<file path="src/rtl/sorter.sv">
// Buffers ELEMENT_NUM unsigned words, sorts them ascending with an odd-even
// transposition network (one phase per cycle), then writes them out in address order.
module sorter #(
    parameter int unsigned DATA_WIDTH       = 32,
    parameter int unsigned ELEMENT_NUM      = 16,
    parameter int unsigned LOG2_ELEMENT_NUM = 4
) (
    input  logic                        clk,
    input  logic                        rst,
    input  logic                        UM_valid,
    input  logic [DATA_WIDTH-1:0]       UM_data,
    output logic                        SM_valid,
    output logic [LOG2_ELEMENT_NUM-1:0] SM_addr,
    output logic [DATA_WIDTH-1:0]       SM_data,
    output logic                        done
);

    typedef enum logic [1:0] {StLoad, StSort, StWrite, StDone} state_e;

    localparam logic [LOG2_ELEMENT_NUM-1:0] LastIdx = LOG2_ELEMENT_NUM'(ELEMENT_NUM - 1);

    state_e                        r_state, w_state_next;
    logic [LOG2_ELEMENT_NUM-1:0]   r_cnt;
    logic [DATA_WIDTH-1:0]         r_mem [ELEMENT_NUM];
    logic [DATA_WIDTH-1:0]         w_phase [ELEMENT_NUM];
    logic                          w_last;
    logic                          r_sm_valid;
    logic [LOG2_ELEMENT_NUM-1:0]   r_sm_addr;
    logic [DATA_WIDTH-1:0]         r_sm_data;
    logic                          r_done;

    assign w_last = (r_cnt == LastIdx);

    // Even phases exchange pairs (0,1),(2,3)...; odd phases (1,2),(3,4)...
    always_comb begin
        w_phase = r_mem;
        for (int i = 0; i < int'(ELEMENT_NUM) - 1; i++) begin
            if ((i % 2) == int'(r_cnt[0]) && r_mem[i] > r_mem[i+1]) begin
                w_phase[i]   = r_mem[i+1];
                w_phase[i+1] = r_mem[i];
            end
        end
    end

    always_comb begin
        w_state_next = r_state;
        unique case (r_state)
            StLoad:  if (UM_valid && w_last) w_state_next = StSort;
            StSort:  if (w_last) w_state_next = StWrite;
            StWrite: if (w_last) w_state_next = StDone;
            StDone:  w_state_next = StDone;
            default: w_state_next = StLoad;
        endcase
    end

    // One counter serves as load index, sort phase number and write address;
    // each stage ends at ELEMENT_NUM-1 so the natural wrap re-arms it at 0.
    always_ff @(posedge clk) begin
        if (rst) begin
            r_state <= StLoad;
            r_cnt   <= '0;
        end else begin
            r_state <= w_state_next;
            if ((r_state == StLoad && UM_valid) || r_state == StSort || r_state == StWrite) begin
                r_cnt <= r_cnt + 1'b1;
            end
        end
    end

    always_ff @(posedge clk) begin
        if (!rst) begin
            if (r_state == StLoad && UM_valid) begin
                r_mem[r_cnt] <= UM_data;
            end else if (r_state == StSort) begin
                r_mem <= w_phase;
            end
        end
    end

    // Outputs lag the state by one cycle, so done follows the last write beat.
    always_ff @(posedge clk) begin
        if (rst) begin
            r_sm_valid <= 1'b0;
            r_sm_addr  <= '0;
            r_sm_data  <= '0;
            r_done     <= 1'b0;
        end else begin
            r_sm_valid <= (r_state == StWrite);
            r_sm_addr  <= r_cnt;
            r_sm_data  <= r_mem[r_cnt];
            r_done     <= (r_state == StDone);
        end
    end

    assign SM_valid = r_sm_valid;
    assign SM_addr  = r_sm_addr;
    assign SM_data  = r_sm_data;
    assign done     = r_done;

endmodule

</file>
<file path="config.mk">
export PLATFORM = sky130hd
export DESIGN_NAME = sorter
export DESIGN_NICKNAME = d
export VERILOG_FILES = /design/src/rtl/sorter.sv
export SDC_FILE = /design/constraint.sdc
export NUM_CORES = 2
export LEC_CHECK = 0
export ABC_AREA = 0
export ABC_CLOCK_PERIOD_IN_PS = 6300
export BUFFER_PORTS_ARGS = -buffer_cell sky130_fd_sc_hd__buf_4
export CORE_MARGIN = 2
export CORE_UTILIZATION = 25
export DETAILED_ROUTE_END_ITERATION = 16
export SLEW_MARGIN = 15
export SYNTH_ARGS = -nofsm -noshare
export SYNTH_HDL_FRONTEND = slang
export SYNTH_SLANG_ARGS = --single-unit
export TNS_END_PERCENT = 30
</file>
<file path="constraint.sdc">
create_clock -name clk -period 6.3 [get_ports clk]
set_input_delay 0.315 -clock clk [delete_from_list [all_inputs] [get_ports clk]]
set_output_delay 0.315 -clock clk [all_outputs]
set_load 0.1 [all_outputs]
</file>
* Word-level counts from Yosys, hierarchy flattened
Index checks and enable logic that the tools add are counted.
** Operators by class
- Add/subtract/negate cells :: 1
- Order comparisons :: 17
- Eq/ne operators :: 7
- Mux-type cells :: 27
- Bitwise logic cells :: 3
- Reduce and logical (&&, ||, !) cells :: 55
** Operator list (count)
- 512-bit 2-to-1 mux :: 2
- 64-bit 2-to-1 mux :: 15
- 512-bit bitwise mux :: 1
- 32-bit > comparator :: 15
- 32-bit binary-select mux with 4-bit select :: 1
- 32-bit demux with 4-bit select :: 1
- 32-bit 2-to-1 mux :: 3
- 3-bit AND reduction :: 17
- 3-bit nonzero test :: 14
- 1-bit logical AND :: 18
- 2-bit case mux with 4 select lines :: 1
- 2-bit 2-to-1 mux :: 3
- 2-bit != test, second input constant :: 3
- 2-bit nonzero test :: 3
- 5-bit greater-or-equal comparator, second input constant :: 1
- 5-bit by 1-bit < comparator with 1-bit output, second input constant :: 1
- 4-bit inverter with 5-bit output :: 1
- 4-bit by 1-bit adder with 4-bit output, second input constant :: 1
- 2-bit equality test, second input constant :: 2
- 4-bit equality test, second input constant :: 1
- 2-bit by 1-bit equality test with 1-bit output, second input constant :: 1
- 2-bit zero test :: 1
- 1-bit logical OR :: 2
- 1-bit inverter :: 2
** Storage, ports and cells
- Flip-flop bits (word level) :: 556
- Input bits :: 35
- Output and inout port bits :: 38
- Word-level logic and storage cells :: 132

* Depth between registers and ports, before layout
- Word-level depth :: 19
- Depth in mapped cells :: 11
- Gate-level depth less buffers :: 9

* Worst setup path after synthesis
No wires, ideal clock.
- Path kind :: register -> register
- Start point :: register r_mem[446] (netlist bit)
- End point :: register r_mem[416] (netlist bit) (enable)
- Library setup time :: 0.480 ns
- Arrival time :: 4.693 ns
- Required time :: 5.820 ns
- Path slack :: 1.127 ns
- Stages on the path, launching flop included :: 11
- Buffers on the path :: 2
- Period minus slack after synthesis :: 5.173 ns
- Cell sequence :: edfxtp_1 inv_1 ha_1 nand4_1 nor4_1 a22oi_1 o211ai_1 o211ai_1 buf_2 buf_2 a311oi_1
** On the way
- Longest elaborated chain between the ends :: 4
- Elaborated cells between the ends (all ways) :: 6
- Classes of those cells :: order compare: 2; reduce/logical: 4
** RTL lines
- start: declaration :: line 24 : logic [DATA_WIDTH-1:0] r_mem [ELEMENT_NUM];
- start signal: indexed assignment :: line 73 : r_mem[r_cnt] <= UM_data;
- start signal: assignment :: line 75 : r_mem <= w_phase;
- 32-bit > comparator :: line 38 : if ((i % 2) == int'(r_cnt[0]) && r_mem[i] > r_mem[i+1]) begin
- 1-bit logical AND :: line 38
- 3-bit nonzero test (no line) *
- 3-bit AND reduction (no line) *
Every way passes the cells marked *; elsewhere a longest branch is shown, timed or not.
A chain may end at the register's enable or synchronous reset.

* Final worst setup path
- Start point :: register r_mem[446] (netlist bit)
- End point :: register r_mem[444] (netlist bit) (enable)
The elaborated chain is that of the path after synthesis.

==> flow_summary_export.csv <==
group,metric,value,unit
run_status,status,"complete, no violations",
detailed_routing,wl_met1,56.2,mm
detailed_routing,ant_nets,0,
setup_path,crit-reg2reg-launch,"r_mem[446]",
setup_path,slowest_delay,1.09,ns
yosys,yosys_register_bits,556,
power,power.total,9.90,mW
detailed_routing,dr.pass1.iters,5,
finish,area_growth,13.3,%
sta,post-route-min-period,4.83,ns
detailed_routing,wl_met2,60.0,mm
setup_path,worstPathCellList,"inv_1, ha_1, nand4_1, nor4_1, a22oi_1, o211ai_1, o211ai_1, buf_4, a311oi_4, buf_4",
yosys,synth_enable_flop_cells,512,
hold_path,hold_start,"UM_data[24]",
sta,worst_hold_slack,0.0403,ns
place,dp_hpwl,101,mm
global_route,track_usage,15.2,%
die,row_count,147,
hold_path,hold-path-cell-count,2,
clock_network,clk_latency,0.68,ns
place,gp_congestion,0.857,
clock_network,cts_buffer_depth,3,
clock_network,root_buffer,"clkbuf_16",
yosys,seq_area_frac_synth,40.0,%
yosys,yosysTopAreaCellShare,37.8,%
hold_path,hold_end,"r_mem[312]",
sta,worst_slack,1.47,ns
run,maxCapViolations,0,
hold_path,worstHoldPathType,"primary input to flip-flop",
global_route,grt_max_degree,129,
setup_path,crit_arrival,5.16,ns
setup_path,critPathBufInv,3,
sta,setup_viol,0,
setup_path,path_depth,10,
yosys,synth_most_common_cell,"edfxtp_1",
detailed_routing,avgRoutedWirePerCell,21.7,microns
setup_path,reg2reg_to,"r_mem[444]",
yosys,synth_area_leader_cell,"edfxtp_1",
yosys,async_flop_share,0,%
detailed_routing,vias,32400,
finish,layout.nets,4287,
sta,grt_setup_unrepaired,"no",
sta,setup_tns,0,ns
power,ir_worst_vdd,190,uV
sta,fin_skew,0.0356,ns
yosys,synth_area,0.0406,sq mm
global_route,grt_pass1_wl,196,mm
clock_network,cts.clk_slew.worst_paths,0.06,ns
global_route,antenna_found_initial,9,
sta,worst_pin_slew,1.24,ns
setup_path,critical_path.top_delay_family,"compound AO/OA/AOI/OAI gates",
setup_path,regToRegSetupSlack,1.47,ns
power,p_leak,18.0,nW
finish,utilization,28.6,%
detailed_routing,highest_layer,"met5",
place,io_buffers,72,
yosys,synth_nets,4311,
detailed_routing,vias_per_cell,5.42,
clock_network,cts_tree,"done",
detailed_routing,route.detailed.drc,0,
sta,drv_slew,0,
sta,slew-limit-headroom,16.6,%
detailed_routing,met3WireLength,8.70,mm
yosys,avgSynthCellArea,10.7,sq um
setup_path,worst-path-max-fanout,24,
die,die_h,407,microns
yosys,synth_cell_types,58,
setup_path,cp-end-kind,"flip-flop",
yosys,synthCells,3792,
clock_network,cts.sinks,556,
global_route,grt_pass1_vias,31900,
setup_path,reg2reg_depth,10,
yosys,ys.flop_type,"edfxtp_1",
die,core,0.161,sq mm
die,pin_count,73,
finish,drive_above_1_share,11.2,%
detailed_routing,drt_iter0_markers,3110,
setup_path,cp-start-kind,"flip-flop",
yosys,synth_common_cells,"edfxtp_1, inv_1, ha_1",
power,p_per_area,215,mW/mm^2
detailed_routing,wl,130,mm
die,die_w,407,microns
place,pre_cts_ws,1.56,ns
yosys,synth_area_leaders,"edfxtp_1, ha_1, a221o_1, mux4_2, inv_1",
yosys,synth_warnings,0,
die,dieArea,0.166,sq mm
sta,hold_viol_final,0,
sta,max_freq,0.207,GHz
clock_network,numCtsBuffers,71,
clock_network,cts_max_level,3,
sta,finalCritPeriodShare,76.6,%
setup_path,worstPathRequired,6.64,ns
setup_path,crit_type,"flip-flop to flip-flop",
global_route,grt_overflow_total,0,
setup_path,slowest_stage,"nor4_1",
die,start_util,25.2,%
state kept, by name, indices dropped and copies added, names as in the netlist:
signal    cells
r_mem       512
SM_data      32
SM_addr       4
r_cnt         4
r_state       2
SM_valid      1
done          1
timing repair:
item                                   in CTS  in global routing
resized for setup                           0                  0
buffers inserted                            0                  0
endpoints found under the hold margin      12                  0
hold buffers                               12                  0
stage by stage:
step	instances	instance area [sq um]
finish	5986	46000
global route	5985	46000
CTS	5984	46000
detailed placement	5842	43700
global placement	5842	43700
floorplan	3792	40600
routing by layer:
metal	GRT usage, %	vias to the layer above
li1	-	14700
met1	20.6	16300
met2	24.4	1196
met3	1.87	184
met4	6.27	2
met5	0	-
cell usage in the layout (no fill, tap or decap), types with 72 or more instances in the layout:
cell,instances
ha_1,484
a221o_1,425
nor2_1,405
nand4_1,88
mux4_2,160
buf_4,127
edfxtp_1,512
nand2_1,141
inv_1,493
clkbuf_16,72
a21oi_1,197
worst max path at each step:
stage,from,to,slack [ns]
after detailed placement,r_mem[446],r_mem[445],1.56
after floorplan,r_mem[446],r_mem[416],1.13
after global placement,r_mem[446],r_mem[444],1.65
after CTS,r_mem[446],r_mem[444],1.54
after global routing,r_mem[446],r_mem[446],1.40
final,r_mem[446],r_mem[444],1.47
cell type report:
| class | count | area, sq um |
|---|---|---|
| clock inverter | 35 | 225 |
| antenna | 1 | 2.50 |
| multi-input combinational | 2504 | 21900 |
| fill | 16400 | 115000 |
| sequential | 556 | 16300 |
| timing repair buffer | 142 | 1140 |
| inverter | 493 | 1850 |
| clock buffer | 95 | 1930 |
| tap | 2160 | 2700 |
logic make-up (layout without fill, tap and decap cells):
logic type	Yosys count	after routing	share of synthesized area, %
AO/OA/AOI/OAI	920	920	18.1
XOR/XNOR	3	3	0.0647
adder cells (fa/ha/maj)	484	484	14.9
buffers and inverters	732	765	6.89
flip-flops	556	556	40.0
multiplexers	193	193	9.68
other	0	1	0
AND/OR/NAND/NOR	904	904	10.3
power by group:
part	internal, mW	switching (mW)	leakage [nW]
combinational	0.611	1.01	11.8
clock	2.17	1.75	1.06
sequential	4.19	0.176	5.15
total	6.96	2.94	18.0
Power figures use the tool's default switching activity.
